## config.mk

```make
export PLATFORM = sky130hd
export DESIGN_NAME = muldiv_unit
export DESIGN_NICKNAME = d
export VERILOG_FILES = /design/src/rtl/muldiv_unit.sv
export SDC_FILE = /design/constraint.sdc
export NUM_CORES = 1
export LEC_CHECK = 0
export BUFFER_PORTS_ARGS = -buffer_cell sky130_fd_sc_hd__buf_4
export CAP_MARGIN = 20
export CORE_MARGIN = 1
export CORE_UTILIZATION = 40
export DETAILED_ROUTE_END_ITERATION = 8
export GPL_TIMING_DRIVEN = 0
export PLACE_DENSITY = 0.67
export RECOVER_POWER = 100
export SETUP_SLACK_MARGIN = 0.2
export SLEW_MARGIN = 10
export SYNTH_ARGS = -nofsm -noshare
export SYNTH_HDL_FRONTEND = slang
export SYNTH_SLANG_ARGS = --single-unit
```

## constraint.sdc

```tcl
create_clock -name clk -period 12 [get_ports clk]
set_clock_uncertainty 0.2 [all_clocks]
set_input_delay 2.4 -clock clk [delete_from_list [all_inputs] [get_ports clk]]
set_output_delay 2.4 -clock clk [all_outputs]
set_load 0.005 [all_outputs]
```

## src/rtl/muldiv_unit.sv

```systemverilog
// rtl/muldiv_unit.sv - iterative RV32M multiply/divide unit with pipeline stall
module muldiv_unit #(
    parameter int DATA_WIDTH = 32
) (
    input  logic                  clk,
    input  logic                  rst_n,
    input  logic                  start,
    input  logic [2:0]            op,
    input  logic [DATA_WIDTH-1:0] a,
    input  logic [DATA_WIDTH-1:0] b,
    input  logic [4:0]            rd_in,
    input  logic                  flush,
    output logic                  stall,
    output logic                  busy,
    output logic                  done,
    output logic [DATA_WIDTH-1:0] result,
    output logic [4:0]            rd_out
);
    localparam int W = DATA_WIDTH;
    localparam logic [W-1:0] MIN_INT  = {1'b1, {(W-1){1'b0}}};
    localparam logic [W-1:0] ALL_ONES = {W{1'b1}};

    typedef enum logic [1:0] {IDLE, CALC, FIX, DONE} state_t;

    state_t         state, state_next;
    logic [4:0]     count;
    logic [2:0]     op_r;
    logic [4:0]     rd_r;
    logic           neg;
    logic [W-1:0]   opnd;
    logic [2*W-1:0] acc;

    logic           signed_a, signed_b, a_neg, b_neg, is_div;
    logic [W-1:0]   a_abs, b_abs;
    logic           div_zero, div_ovf, fast, neg_init, launch;
    logic [W-1:0]   fast_res;

    always_comb begin
        signed_a = (op == 3'b001) || (op == 3'b010) || (op == 3'b100) || (op == 3'b110);
        signed_b = (op == 3'b001) || (op == 3'b100) || (op == 3'b110);
        a_neg    = signed_a && a[W-1];
        b_neg    = signed_b && b[W-1];
        a_abs    = a_neg ? (~a + 1'b1) : a;
        b_abs    = b_neg ? (~b + 1'b1) : b;
        is_div   = op[2];
        div_zero = is_div && (b == '0);
        div_ovf  = ((op == 3'b100) || (op == 3'b110)) && (a == MIN_INT) && (b == ALL_ONES);
        fast     = div_zero || div_ovf;
        // op[1] separates REM/REMU from DIV/DIVU
        if (div_zero)
            fast_res = op[1] ? a : ALL_ONES;
        else
            fast_res = op[1] ? '0 : MIN_INT;
        if (is_div && op[1])
            neg_init = a_neg;
        else
            neg_init = a_neg ^ b_neg;
        launch = (state == IDLE) && start && !flush;
    end

    // Iteration step: multiply keeps {partial, multiplier}, divide keeps {remainder, quotient}
    logic [W:0]     mul_sum;
    logic [2*W-1:0] mul_next;
    logic [W:0]     div_shift, div_diff;
    logic [2*W-1:0] div_next;

    always_comb begin
        mul_sum   = {1'b0, acc[2*W-1:W]} + (acc[0] ? {1'b0, opnd} : {(W+1){1'b0}});
        mul_next  = {mul_sum, acc[W-1:1]};
        div_shift = acc[2*W-1:W-1];
        div_diff  = div_shift - {1'b0, opnd};
        if (div_diff[W])
            div_next = {div_shift[W-1:0], acc[W-2:0], 1'b0};
        else
            div_next = {div_diff[W-1:0], acc[W-2:0], 1'b1};
    end

    logic [2*W-1:0] prod_fix;
    logic [W-1:0]   quot_fix, rem_fix, fix_res;

    always_comb begin
        prod_fix = neg ? (~acc + 1'b1) : acc;
        quot_fix = neg ? (~acc[W-1:0] + 1'b1) : acc[W-1:0];
        rem_fix  = neg ? (~acc[2*W-1:W] + 1'b1) : acc[2*W-1:W];
        case (op_r)
            3'b000:                 fix_res = prod_fix[W-1:0];
            3'b001, 3'b010, 3'b011: fix_res = prod_fix[2*W-1:W];
            3'b100, 3'b101:         fix_res = quot_fix;
            default:                fix_res = rem_fix;
        endcase
    end

    always_comb begin
        state_next = state;
        stall      = 1'b0;
        busy       = 1'b0;
        done       = 1'b0;
        case (state)
            IDLE: begin
                if (launch) begin
                    stall      = 1'b1;
                    state_next = fast ? DONE : CALC;
                end
            end
            CALC: begin
                stall = 1'b1;
                busy  = 1'b1;
                if (count == 5'd31)
                    state_next = FIX;
            end
            FIX: begin
                stall      = 1'b1;
                busy       = 1'b1;
                state_next = DONE;
            end
            DONE: begin
                busy       = 1'b1;
                done       = 1'b1;
                state_next = IDLE;
            end
            default: state_next = IDLE;
        endcase
        if (flush)
            state_next = IDLE;
    end

    always_ff @(posedge clk or negedge rst_n) begin
        if (!rst_n) begin
            state  <= IDLE;
            count  <= '0;
            op_r   <= '0;
            rd_r   <= '0;
            neg    <= 1'b0;
            opnd   <= '0;
            acc    <= '0;
            result <= '0;
            rd_out <= '0;
        end else begin
            state <= state_next;
            if (flush) begin
                count <= '0;
            end else if (launch) begin
                op_r  <= op;
                rd_r  <= rd_in;
                neg   <= neg_init;
                count <= '0;
                opnd  <= is_div ? b_abs : a_abs;
                acc   <= {{W{1'b0}}, is_div ? a_abs : b_abs};
                if (fast) begin
                    result <= fast_res;
                    rd_out <= rd_in;
                end
            end else if (state == CALC) begin
                count <= count + 5'd1;
                acc   <= op_r[2] ? div_next : mul_next;
            end else if (state == FIX) begin
                result <= fix_res;
                rd_out <= rd_r;
            end
        end
    end
endmodule

```

==> flow_summary.ini <==
[worst_setup_path]
endpoint_kind = output port
cp.required_ns = 9.40
cp_max_fo = 10
startpoint_type = input pin
worst-endpoint-arrival_ns = 4.78
criticalPathCategory = in -> out

[synth]
yosys.area.top_type_share_pct = 24.6
synth_top_cell_by_area = dfrtp_1
synthTopCellsByArea = dfrtp_1, o21ai_0, ha_1
synthCells = 2046
yosys_most_used_dff = dfrtp_1
avgSynthCellArea_um2 = 7.39
mappedNetlistArea_um2 = 15100
postSynth.asyncResetShare_pct = 100
synth_nets = 2200
synth_cell_types = 83
synth_edf_count = 0
ys_warn_count = 0
seq_area_frac_synth_pct = 24.6
synth_seq_cells = 149

[grt]
track_usage_pct = 34.8
grt_max_degree = 108
grt_pass1_wl_um = 99200
grt_pass1_vias = 15400
grt_antenna_before_repair = 3
overflow = 0

[sta]
timing.hold.ws_ns = 0.280
rsz0062_at_grt = false
tightestPinTransition_ns = 2.72
fmax_mhz = 135
setup_viol = 0
relSlewSlack_pct = -81.2
post-route-min-period_ns = 7.38
finalCritPeriodShare_pct = 61.5
drv_slew = 43
fin_setup_tns_ns = 0
hold_violations = 0

[floorplanning]
fp.dieH_um = 196
dieArea_um2 = 38600
dieWidth_um = 196
num_io_pins = 116
row_count = 70
core_area_um2 = 36900
start_util_pct = 41.0

[detailed_routing]
detail_route.wl_per_cell_um = 24.9
final_antenna_net_count = 0
viasPerCell = 6.18
vias = 16700
drcViolationCount = 0
drt_iter0_markers = 1561
routed_wl_um = 67300
drtPass1Iterations = 5

[cts]
cts_hold_buf = 0
cts.sinks = 149
clockBufferDepth = 2
cts_tree = yes
postCtsResizedCells = 0
cts_root_buf = clkbuf_16
numCtsBuffers = 17
h-tree-depth = 4
path_clk_slew_ns = 0.07
clk_latency_ns = 0.46
cts_setup_buffers = 0

[layout]
final_core_util_pct = 46.5
final_layout_size_suffix_gt1_share_pct = 7.93
diodes = 0
layout_commonest_cell = nand2_1
area_growth_pct = 13.4
final_cell_mix = nand2_1, o21ai_0, nor2_1, a21oi_1, dfrtp_1
nNetsFinal = 2334

[worst_hold_path]
min_path_type = reg -> reg

[run]
maxCapViolCount = 1

[pwr]
power_density_nw_per_um2 = 277
ir_worst_vdd_uv = 155
leakage_nw = 7.25

[outcome]
violations = max-capacitance violations, max-slew violations
status = finished with violations

[place]
port_buffers = 112
gp_congestion = 0.989
hpwl_um = 54100
[critical path, cell delays in order]
cell and delay, ns:
clkbuf_1 0.17, nand2_1 0.13, nor2_1 0.60, clkbuf_1 0.56, clkbuf_1 0.57, nor2_1 0.09, nor2_1 0.11, clkbuf_4 0.14
[final timing paths]
| path | startpoint | end | slack [ns] | cells after the start |
|---|---|---|---|---|
| min in group asynchronous | rst_n | result[17] | 2.60 | 1 |
| max in group asynchronous | rst_n | acc[55] | 7.45 | 1 |
| hold reg to reg | rd_r[2] | rd_r[2] | 0.28 | 2 |
| setup reg to reg | acc[32] | acc[63] | 5.61 | 13 |
| setup / recovery | start | stall | 4.62 | 8 |
| hold / removal | rd_r[2] | rd_r[2] | 0.28 | 2 |
[through the flow]
| stage | total power, mW | worst slack [ns] | instance area [µm²] | std cells |
|---|---|---|---|---|
| after floorplan | 3.04 | 5.85 | 15100 | 2046 |
| after global placement | 4.08 | 4.73 | 16600 | 2662 |
| after detailed placement | 4.11 | 4.73 | 16600 | 2664 |
| after CTS | 4.68 | 4.71 | 17200 | 2696 |
| after global routing | 5.06 | 4.47 | 17200 | 2697 |
| final | 4.75 | 4.62 | 17200 | 2697 |
[metal layers]
metal	up-vias	GRT usage, %	wire length, µm
met1	8063	49.3	30000
li1	7687	-	-
met5	-	0	27
met2	800	52.3	28900
met4	4	14.4	2780
met3	122	5.65	5580
[area by class of cell]
| type | count | area (µm²) |
|---|---|---|
| Inverter | 68 | 255 |
| Tap cell | 504 | 631 |
| Buffer | 135 | 534 |
| Timing Repair Buffer | 115 | 835 |
| Clock buffer | 17 | 425 |
| Clock inverter | 15 | 168 |
| Multi-Input combinational cell | 1694 | 10600 |
| Sequential cell | 149 | 3730 |
| Fill cell | 3819 | 19700 |
[cell families after synthesis]
group,after synthesis,share of synthesized area [%]
compound gates,690,28.3
xor+xnor,169,9.78
fa+ha+maj,78,6.55
buf+inv,203,5.24
flops,149,24.6
mux,60,4.04
simple gates,697,21.5
[cell usage after synthesis, types with 9 or more instances]
| cell | number |
|---|---|
| nand2_1 | 247 |
| nor2_1 | 210 |
| o21ai_0 | 209 |
| a21oi_1 | 179 |
| dfrtp_1 | 149 |
| clkbuf_1 | 108 |
| xor2_1 | 88 |
| xnor2_1 | 81 |
| ha_1 | 76 |
| inv_1 | 67 |
| mux2i_1 | 52 |
| nor3_1 | 46 |
| o31ai_1 | 36 |
| a31oi_1 | 34 |
| nand3_1 | 34 |
| a21o_1 | 28 |
| o211ai_1 | 28 |
| or3_1 | 27 |
| nand2b_1 | 23 |
| a211oi_1 | 22 |
| nand4_1 | 21 |
| o221ai_1 | 19 |
| o22ai_1 | 15 |
| o41ai_1 | 15 |
| a22oi_1 | 14 |
| buf_1 | 13 |
| o21a_1 | 13 |
| or4_1 | 12 |
| and2_1 | 11 |
| buf_2 | 11 |
| and3_1 | 10 |
| nor4_1 | 10 |
| nor2b_1 | 9 |
| o21bai_1 | 9 |
[state kept, by name (all words and copies together) (netlist names)]
name    cells
neg         1
opnd       32
acc        64
count       5
state       2
result     32
rd_r        5
op_r        3
rd_out      5
[report_power, final]
part           total, mW  internal, mW  switching [mW]
combinational       3.23          1.14            2.09
clock              0.558         0.294           0.264
sequential         0.957         0.710           0.248
Power figures use the tool's default switching activity.
